## src/rtl/ram_access_controller_pkg.sv

```systemverilog
// Shared definitions for the byte-serial RAM access controller: funct3 codes,
// FSM states and request decode helpers.
package ram_access_controller_pkg;

  localparam int unsigned ADDR_W = 32;
  localparam int unsigned DATA_W = 32;
  localparam int unsigned BYTE_W = 8;
  localparam int unsigned CNT_W  = 2;

  localparam logic [2:0] F3_B  = 3'b000;
  localparam logic [2:0] F3_H  = 3'b001;
  localparam logic [2:0] F3_W  = 3'b010;
  localparam logic [2:0] F3_BU = 3'b100;
  localparam logic [2:0] F3_HU = 3'b101;

  typedef enum logic [1:0] {
    ST_IDLE,
    ST_ACCESS,
    ST_DRAIN,
    ST_RESP
  } state_e;

  // Index of the final byte of an access: 0, 1 or 3 for byte, half, word.
  function automatic logic [CNT_W-1:0] last_index(input logic [2:0] f3);
    case (f3[1:0])
      2'b00:   return 2'd0;
      2'b01:   return 2'd1;
      default: return 2'd3;
    endcase
  endfunction

  // Request is rejected before touching RAM: unknown size, unsigned store, or misaligned.
  function automatic logic req_invalid(input logic       write,
                                       input logic [2:0] f3,
                                       input logic [1:0] addr_lo,
                                       input logic       chk_align);
    logic bad;
    case (f3)
      F3_B, F3_H, F3_W, F3_BU, F3_HU: bad = 1'b0;
      default:                        bad = 1'b1;
    endcase
    if (write && f3[2]) bad = 1'b1;
    if (chk_align && (f3[1:0] == 2'b01) && addr_lo[0]) bad = 1'b1;
    if (chk_align && (f3[1:0] == 2'b10) && (addr_lo != 2'b00)) bad = 1'b1;
    return bad;
  endfunction

endpackage

```

## src/rtl/ram_access_controller_if.sv

```systemverilog
// Request/response handshake between the memory stage and the RAM access controller.
interface ram_access_controller_if;
  import ram_access_controller_pkg::*;

  logic              req_valid;
  logic              req_ready;
  logic              req_write;
  logic [2:0]        req_funct3;
  logic [ADDR_W-1:0] req_address;
  logic [DATA_W-1:0] req_write_data;
  logic              resp_valid;
  logic              resp_error;
  logic [DATA_W-1:0] resp_read_data;

  modport master (
    output req_valid, req_write, req_funct3, req_address, req_write_data,
    input  req_ready, resp_valid, resp_error, resp_read_data
  );

  modport slave (
    input  req_valid, req_write, req_funct3, req_address, req_write_data,
    output req_ready, resp_valid, resp_error, resp_read_data
  );

endinterface

```

## src/rtl/ram_access_controller_load_extender.sv

```systemverilog
// Sign/zero-extends assembled load data according to the load funct3.
module load_extender
  import ram_access_controller_pkg::*;
(
  input  logic [DATA_W-1:0] raw_i,
  input  logic [2:0]        funct3_i,
  output logic [DATA_W-1:0] extended_o
);

  always_comb begin
    case (funct3_i)
      F3_B:    extended_o = {{24{raw_i[7]}}, raw_i[7:0]};
      F3_H:    extended_o = {{16{raw_i[15]}}, raw_i[15:0]};
      F3_BU:   extended_o = {24'h0, raw_i[7:0]};
      F3_HU:   extended_o = {16'h0, raw_i[15:0]};
      default: extended_o = raw_i;
    endcase
  end

endmodule

```

## src/rtl/ram_access_controller.sv

```systemverilog
// Sequences byte/half/word loads and stores into a byte-wide synchronous RAM,
// one little-endian byte per cycle, and reports illegal accesses.
module ram_access_controller
  import ram_access_controller_pkg::*;
#(
  parameter bit ERROR_ON_MISALIGNED = 1'b0
) (
  input  logic                  clk,
  input  logic                  reset,
  ram_access_controller_if.slave bus,
  output logic [ADDR_W-1:0]     ram_address,
  output logic [BYTE_W-1:0]     ram_write_data,
  output logic                  ram_write_enable,
  input  logic [BYTE_W-1:0]     ram_read_data,
  input  logic                  ram_illegal_address
);

  state_e            state_q;
  logic              req_ready_q;
  logic              resp_valid_q;
  logic              resp_error_q;
  logic [DATA_W-1:0] resp_data_q;
  logic              write_q;
  logic              we_q;
  logic [2:0]        f3_q;
  logic [CNT_W-1:0]  cnt_q;
  logic [ADDR_W-1:0] addr_q;
  logic [DATA_W-1:0] wsh_q;
  logic [DATA_W-1:0] asm_q;
  logic [DATA_W-1:0] asm_d;
  logic [DATA_W-1:0] ext_data;
  logic [CNT_W-1:0]  last_idx;
  logic [CNT_W-1:0]  cap_idx;
  logic              capture;
  logic              bad_req;

  assign bad_req  = req_invalid(bus.req_write, bus.req_funct3, bus.req_address[1:0],
                                ERROR_ON_MISALIGNED);
  assign last_idx = last_index(f3_q);

  // Read data lags the address by one cycle, so byte k lands while byte k+1 is issued.
  assign capture = !write_q && (((state_q == ST_ACCESS) && (cnt_q != '0)) || (state_q == ST_DRAIN));
  assign cap_idx = (state_q == ST_DRAIN) ? last_idx : cnt_q - 2'd1;

  always_comb begin
    asm_d = asm_q;
    if (capture) asm_d[{cap_idx, 3'b000} +: BYTE_W] = ram_read_data;
  end

  load_extender u_ext (
    .raw_i      (asm_d),
    .funct3_i   (f3_q),
    .extended_o (ext_data)
  );

  always_ff @(posedge clk) begin
    if (reset) begin
      state_q      <= ST_IDLE;
      req_ready_q  <= 1'b1;
      resp_valid_q <= 1'b0;
      resp_error_q <= 1'b0;
      resp_data_q  <= '0;
      write_q      <= 1'b0;
      we_q         <= 1'b0;
      f3_q         <= '0;
      cnt_q        <= '0;
      addr_q       <= '0;
      wsh_q        <= '0;
      asm_q        <= '0;
    end else begin
      case (state_q)
        ST_IDLE: begin
          if (bus.req_valid) begin
            req_ready_q <= 1'b0;
            write_q     <= bus.req_write;
            f3_q        <= bus.req_funct3;
            addr_q      <= bus.req_address;
            wsh_q       <= bus.req_write_data;
            cnt_q       <= '0;
            asm_q       <= '0;
            if (bad_req) begin
              state_q      <= ST_RESP;
              resp_valid_q <= 1'b1;
              resp_error_q <= 1'b1;
            end else begin
              state_q <= ST_ACCESS;
              we_q    <= bus.req_write;
            end
          end
        end

        ST_ACCESS: begin
          asm_q <= asm_d;
          if (ram_illegal_address) begin
            we_q         <= 1'b0;
            state_q      <= ST_RESP;
            resp_valid_q <= 1'b1;
            resp_error_q <= 1'b1;
          end else if (cnt_q == last_idx) begin
            we_q <= 1'b0;
            if (write_q) begin
              state_q      <= ST_RESP;
              resp_valid_q <= 1'b1;
            end else begin
              state_q <= ST_DRAIN;
            end
          end else begin
            cnt_q  <= cnt_q + 2'd1;
            addr_q <= addr_q + 32'd1;
            wsh_q  <= {8'h00, wsh_q[DATA_W-1:BYTE_W]};
          end
        end

        ST_DRAIN: begin
          asm_q        <= asm_d;
          resp_data_q  <= ext_data;
          resp_valid_q <= 1'b1;
          state_q      <= ST_RESP;
        end

        default: begin
          state_q      <= ST_IDLE;
          req_ready_q  <= 1'b1;
          resp_valid_q <= 1'b0;
          resp_error_q <= 1'b0;
          resp_data_q  <= '0;
        end
      endcase
    end
  end

  assign bus.req_ready      = req_ready_q;
  assign bus.resp_valid     = resp_valid_q;
  assign bus.resp_error     = resp_error_q;
  assign bus.resp_read_data = resp_data_q;

  assign ram_address      = addr_q;
  assign ram_write_data   = wsh_q[BYTE_W-1:0];
  // Writes to an illegal address are dropped in the same cycle the RAM flags them.
  assign ram_write_enable = we_q & ~ram_illegal_address;

endmodule

```

## src/flat_wrapper.sv

```systemverilog
// flat-port wrapper written by rule: the top's interface ports become plain ports
module ram_access_controller_flat import ram_access_controller_pkg::*;
#(
  parameter bit ERROR_ON_MISALIGNED = 1'b0
)
  (clk, reset, ram_address, ram_write_data, ram_write_enable, ram_read_data, ram_illegal_address, bus_req_valid, bus_req_write, bus_req_funct3, bus_req_address, bus_req_write_data, bus_req_ready, bus_resp_valid, bus_resp_error, bus_resp_read_data);
  ram_access_controller_if bus_i ();
  input  logic clk;
  input  logic reset;
  output logic [ADDR_W-1:0] ram_address;
  output logic [BYTE_W-1:0] ram_write_data;
  output logic ram_write_enable;
  input  logic [BYTE_W-1:0] ram_read_data;
  input  logic ram_illegal_address;
  input wire logic [$bits(bus_i.req_valid)-1:0] bus_req_valid;
  input wire logic [$bits(bus_i.req_write)-1:0] bus_req_write;
  input wire logic [$bits(bus_i.req_funct3)-1:0] bus_req_funct3;
  input wire logic [$bits(bus_i.req_address)-1:0] bus_req_address;
  input wire logic [$bits(bus_i.req_write_data)-1:0] bus_req_write_data;
  output wire logic [$bits(bus_i.req_ready)-1:0] bus_req_ready;
  output wire logic [$bits(bus_i.resp_valid)-1:0] bus_resp_valid;
  output wire logic [$bits(bus_i.resp_error)-1:0] bus_resp_error;
  output wire logic [$bits(bus_i.resp_read_data)-1:0] bus_resp_read_data;
  assign bus_i.req_valid = bus_req_valid;
  assign bus_i.req_write = bus_req_write;
  assign bus_i.req_funct3 = bus_req_funct3;
  assign bus_i.req_address = bus_req_address;
  assign bus_i.req_write_data = bus_req_write_data;
  assign bus_req_ready = bus_i.req_ready;
  assign bus_resp_valid = bus_i.resp_valid;
  assign bus_resp_error = bus_i.resp_error;
  assign bus_resp_read_data = bus_i.resp_read_data;
  ram_access_controller #(.ERROR_ON_MISALIGNED(ERROR_ON_MISALIGNED)) u_core (.clk(clk), .reset(reset), .bus(bus_i), .ram_address(ram_address), .ram_write_data(ram_write_data), .ram_write_enable(ram_write_enable), .ram_read_data(ram_read_data), .ram_illegal_address(ram_illegal_address));
endmodule
```

## config.mk

```make
export PLATFORM = sky130hd
export DESIGN_NAME = ram_access_controller_flat
export DESIGN_NICKNAME = d
export VERILOG_FILES = /design/src/rtl/ram_access_controller_pkg.sv /design/src/rtl/ram_access_controller_if.sv /design/src/rtl/ram_access_controller_load_extender.sv /design/src/rtl/ram_access_controller.sv /design/src/flat_wrapper.sv
export SDC_FILE = /design/constraint.sdc
export NUM_CORES = 1
export LEC_CHECK = 0
export CORE_ASPECT_RATIO = 0.5
export CORE_MARGIN = 4
export CORE_UTILIZATION = 35
export CTS_CLUSTER_SIZE = 14
export DETAILED_ROUTE_END_ITERATION = 7
export PLACE_DENSITY = 0.6
export SYNTH_ARGS = -nofsm -noshare
export SYNTH_HDL_FRONTEND = slang
export SYNTH_SLANG_ARGS = --single-unit
```

## constraint.sdc

```tcl
create_clock -name clk -period 4.1 [get_ports clk]
set_input_delay 0.41 -clock clk [delete_from_list [all_inputs] [get_ports clk]]
set_output_delay 0.41 -clock clk [all_outputs]
set_load 0.02 [all_outputs]
```

==> results.cfg <==
[drt]
detailedRoute.firstIterationViolations = 430
antenna_violating_nets_post_route = 0
post_drt_via_cell_ratio = 5.44
num_vias = 6672
dr.pass1.iters = 7
wl_per_cell_um = 17.0
post-route-drc-count = 0
wirelength_mm = 20.8

[sta]
finClkSkew_ns = 0.00665
finalCritPeriodShare = 0.906
fin_setup_tns_ns = 0
fmax_mhz = 269
finalHoldViolCount = 0
timing_max_transition_violations_final = 0
setup-violations-final = 0
grt_setup_unrepaired = no
worst_slew_pin_slew_ns = 1.18
final.min_clock_period_ns = 3.72
worst_slew_margin_rel = 0.213

[setup_path]
worst_r2r_path_depth = 11
crit_arrival_ns = 4.07
r2r_start = u_core.state_q[0]$_SDFFE_PP0P_
cp_cell_sequence = inv_1, ha_1, nor3b_2, nor2_1, inv_1, ha_1, nor4_1, a221oi_1, a311oi_2, or2_1, a32o_1
critPathLaunchType = register
cp_slowest_stage_delay_ns = 0.51
setup.worst_path.class = reg2reg
critical_path_peak_fanout = 12
reg2reg_setup_slack_ns = 0.38
cpMaxStageDelayCell = sky130_fd_sc_hd__nor4_1
critical_path.endpoint_type = register
critPathRequiredTime_ns = 4.46
crit_buf_inv = 2
crit_family = simple AND/OR/NAND/NOR gates
crit-reg2reg-capture = u_core.bus.resp_read_data[29]$_SDFFE_PP0P_

[clock_network]
cts_num_sinks = 140
cts_resized = 0
cts_buffers = 17
cts.repair_timing.setup_buffer_count = 0
tritoncts_clock_tree = yes
clkSlewWorstSetupHoldPaths_ns = 0.06
cts.htree.levels = 4
cts-hold-fix-buffers = 0
worst_skew_pair.late_latency_ns = 0.43
clk_root_buffer_cell = sky130_fd_sc_hd__clkbuf_16
ctsLongestPathBuffers = 2

[synthesis]
synth_area_leaders = sky130_fd_sc_hd__dfxtp_1 (41%), sky130_fd_sc_hd__nand2_1 (5.6%), sky130_fd_sc_hd__nor2_1 (5.1%), sky130_fd_sc_hd__a211oi_1 (4.8%), sky130_fd_sc_hd__a21oi_1 (4.6%)
synth_seq_cells = 140
netlist.area_leader.share = 0.409
synth_area_leader_cell = sky130_fd_sc_hd__dfxtp_1
post_synth_inst_count = 847
synth_edf_count = 0
yosysSeqAreaShare = 0.409
synth_cell_type_count = 60
async_flop_share = 0
postSynthNetCount = 938
yosys_most_used_dff = sky130_fd_sc_hd__dfxtp_1
synthesis.yosys.warnings = 0
netlist_area_mm2 = 0.00686
syn_avg_cell_area_um2 = 8.09

[final_layout]
final_nets = 1045
post_route_cells_drive_above_1_share = 0.0600
antenna-diode-count = 0
finalNonFillerCells = 1226
syn2layout_area_growth_pct = 32.5

[floorplanning]
floorplan.die_area_mm2 = 0.0220
floorplan.die.width_um = 206
num_io_pins = 156
start_util = 0.365
die_height_um = 107
placement_rows = 35
design.core.area_mm2 = 0.0188

[hold_path]
hold_path_depth = 2
hold_end = u_core.state_q[1]$_SDFFE_PP0P_
holdCritPathClass = in2reg
holdCritStartpoint = reset

[placed_design]
gp_congestion = 0.836
placement.io_buffers = 155
placed_cells_incl_taps = 1194
hpwl_mm = 14.3

[run_status]
run_status = completed

[global_route]
global_route.overflow_total = 0
grt_usage = 0.185
first_global_vias = 6179
pin_count_of_the_biggest_net_entering_global_routing = 91
antenna_violations_before_repair = 0
wire_length_of_the_first_global_routing_pass_mm = 32.8

[pwr]
post-layout-total-power_mw = 5.85
p_leak_nw = 3.20
ir_drop_mv = 0.328
power_per_cell_area_mw_per_mm2 = 644

[run]
maxCapViolCount = 0
[kinds of logic after synthesis]
family	after synthesis	synth area share
buffers and inverters	94	0.0569
flip-flops	140	0.409
AND/OR/NAND/NOR	307	0.208
adder cells (fa/ha/maj)	11	0.0201
multiplexers	31	0.0454
XOR/XNOR	1	0.00128
AO/OA/AOI/OAI	263	0.260
[per-layer routing]
metal | GRT usage | up-vias | part of all wire
li1 | - | 3303 | -
met1 | 0.254 | 3200 | 0.48
met2 | 0.297 | 151 | 0.47
met3 | 0.0420 | 18 | 0.046
met4 | 0.0441 | 0 | 0.0093
met5 | 0 | - | 0
[cell usage in the layout, fill, tap and decap left out, types with 8 or more instances in the layout]
master                            instances
sky130_fd_sc_hd__ha_1                    10
sky130_fd_sc_hd__o211ai_1                11
sky130_fd_sc_hd__nor3_1                   9
sky130_fd_sc_hd__a211oi_1                44
sky130_fd_sc_hd__inv_1                   19
sky130_fd_sc_hd__nand2_1                102
sky130_fd_sc_hd__nor2_1                  92
sky130_fd_sc_hd__a32o_1                  10
sky130_fd_sc_hd__a21oi_1                 63
sky130_fd_sc_hd__nor2b_1                 10
sky130_fd_sc_hd__and3_1                  16
sky130_fd_sc_hd__o22ai_1                  8
sky130_fd_sc_hd__clkbuf_16               17
sky130_fd_sc_hd__o21ai_0                 42
sky130_fd_sc_hd__dfxtp_1                140
sky130_fd_sc_hd__a22oi_1                 34
sky130_fd_sc_hd__buf_4                    9
sky130_fd_sc_hd__mux2i_1                 30
sky130_fd_sc_hd__a22o_1                  17
sky130_fd_sc_hd__clkdlybuf4s50_1        154
sky130_fd_sc_hd__nand3_1                 39
[cells in the mapped netlist, types with 4 or more instances]
library cell and count:
sky130_fd_sc_hd__a32o_1 10, sky130_fd_sc_hd__nor2b_1 11, sky130_fd_sc_hd__o22ai_1 8, sky130_fd_sc_hd__o31ai_1 4, sky130_fd_sc_hd__dfxtp_1 140, sky130_fd_sc_hd__ha_1 11, sky130_fd_sc_hd__buf_4 9, sky130_fd_sc_hd__nor4_1 5
sky130_fd_sc_hd__mux2i_1 30, sky130_fd_sc_hd__a21oi_1 63, sky130_fd_sc_hd__inv_1 19, sky130_fd_sc_hd__and4_1 5, sky130_fd_sc_hd__and3_1 16, sky130_fd_sc_hd__clkbuf_1 59, sky130_fd_sc_hd__a22o_1 17, sky130_fd_sc_hd__buf_1 4
sky130_fd_sc_hd__nand2_1 102, sky130_fd_sc_hd__o211ai_1 11, sky130_fd_sc_hd__nor2_1 93, sky130_fd_sc_hd__nor3_1 9, sky130_fd_sc_hd__o21ai_0 42, sky130_fd_sc_hd__nand3_1 39, sky130_fd_sc_hd__nand4_1 6, sky130_fd_sc_hd__a22oi_1 34
sky130_fd_sc_hd__a211oi_1 44, sky130_fd_sc_hd__nand2b_1 5
[stage by stage]
stage | worst slack, ns | util | instance area (µm²) | hold slack, ns
4_1_cts | 0.308 | 0.483 | 9080 | 0.429
2_1_floorplan | 1.05 | - | 6860 | 0.432
5_1_grt | 0.0604 | 0.484 | 9080 | 0.452
3_3_place_gp | 0.585 | 0.452 | 8500 | 0.438
3_5_place_dp | 0.342 | 0.452 | 8500 | 0.444
6_report | 0.384 | 0.484 | 9080 | 0.441
[worst register-to-register path, cell delays in order, from the launching register on]
cell and delay, ns:
sky130_fd_sc_hd__dfxtp_1 0.45, sky130_fd_sc_hd__inv_1 0.13, sky130_fd_sc_hd__ha_1 0.31, sky130_fd_sc_hd__nor3b_2 0.20
sky130_fd_sc_hd__nor2_1 0.41, sky130_fd_sc_hd__inv_1 0.16, sky130_fd_sc_hd__ha_1 0.45, sky130_fd_sc_hd__nor4_1 0.51
sky130_fd_sc_hd__a221oi_1 0.17, sky130_fd_sc_hd__a311oi_2 0.35, sky130_fd_sc_hd__or2_1 0.29, sky130_fd_sc_hd__a32o_1 0.21
[report_power, final]
part           switching (mW)  internal [mW]
registers               0.244           1.63
clock network           0.625          0.914
logic                    1.50          0.932
[final cells by class]
class	count	area [µm²]
clock buffer	19	443
clock inverter	13	144
fill	1821	9700
inverter	19	71.3
multi-input combinational	613	3690
sequential	140	2800
tap	259	324
timing repair buffer	163	1610
[sequential cells by signal (all words and copies together) (netlist names)]
register and cells:
u_core.asm_q 32, u_core.bus.req_ready 1, u_core.bus.resp_error 1, u_core.bus.resp_read_data 32, u_core.bus.resp_valid 1, u_core.cnt_q 2
u_core.f3_q 3, u_core.ram_address 32, u_core.state_q 2, u_core.we_q 1, u_core.write_q 1, u_core.wsh_q 32
[how the worst max path moves through the flow]
stage,cells past startpoint,from,endpoint,slack (ns)
after CTS,11,u_core.state_q[0]$_SDFFE_PP0P_,u_core.asm_q[10]$_SDFFE_PP0P_,0.31
after floorplan,14,u_core.state_q[0]$_SDFFE_PP0P_,u_core.asm_q[10]$_SDFFE_PP0P_,1.05
after global routing,11,u_core.state_q[0]$_SDFFE_PP0P_,u_core.bus.resp_read_data[27]$_SDFFE_PP0P_,0.06
after detailed placement,11,u_core.state_q[0]$_SDFFE_PP0P_,u_core.asm_q[10]$_SDFFE_PP0P_,0.34
final,11,u_core.state_q[0]$_SDFFE_PP0P_,u_core.bus.resp_read_data[29]$_SDFFE_PP0P_,0.38
after global placement,11,u_core.state_q[0]$_SDFFE_PP0P_,u_core.asm_q[12]$_SDFFE_PP0P_,0.59
Power figures use the tool's default switching activity.
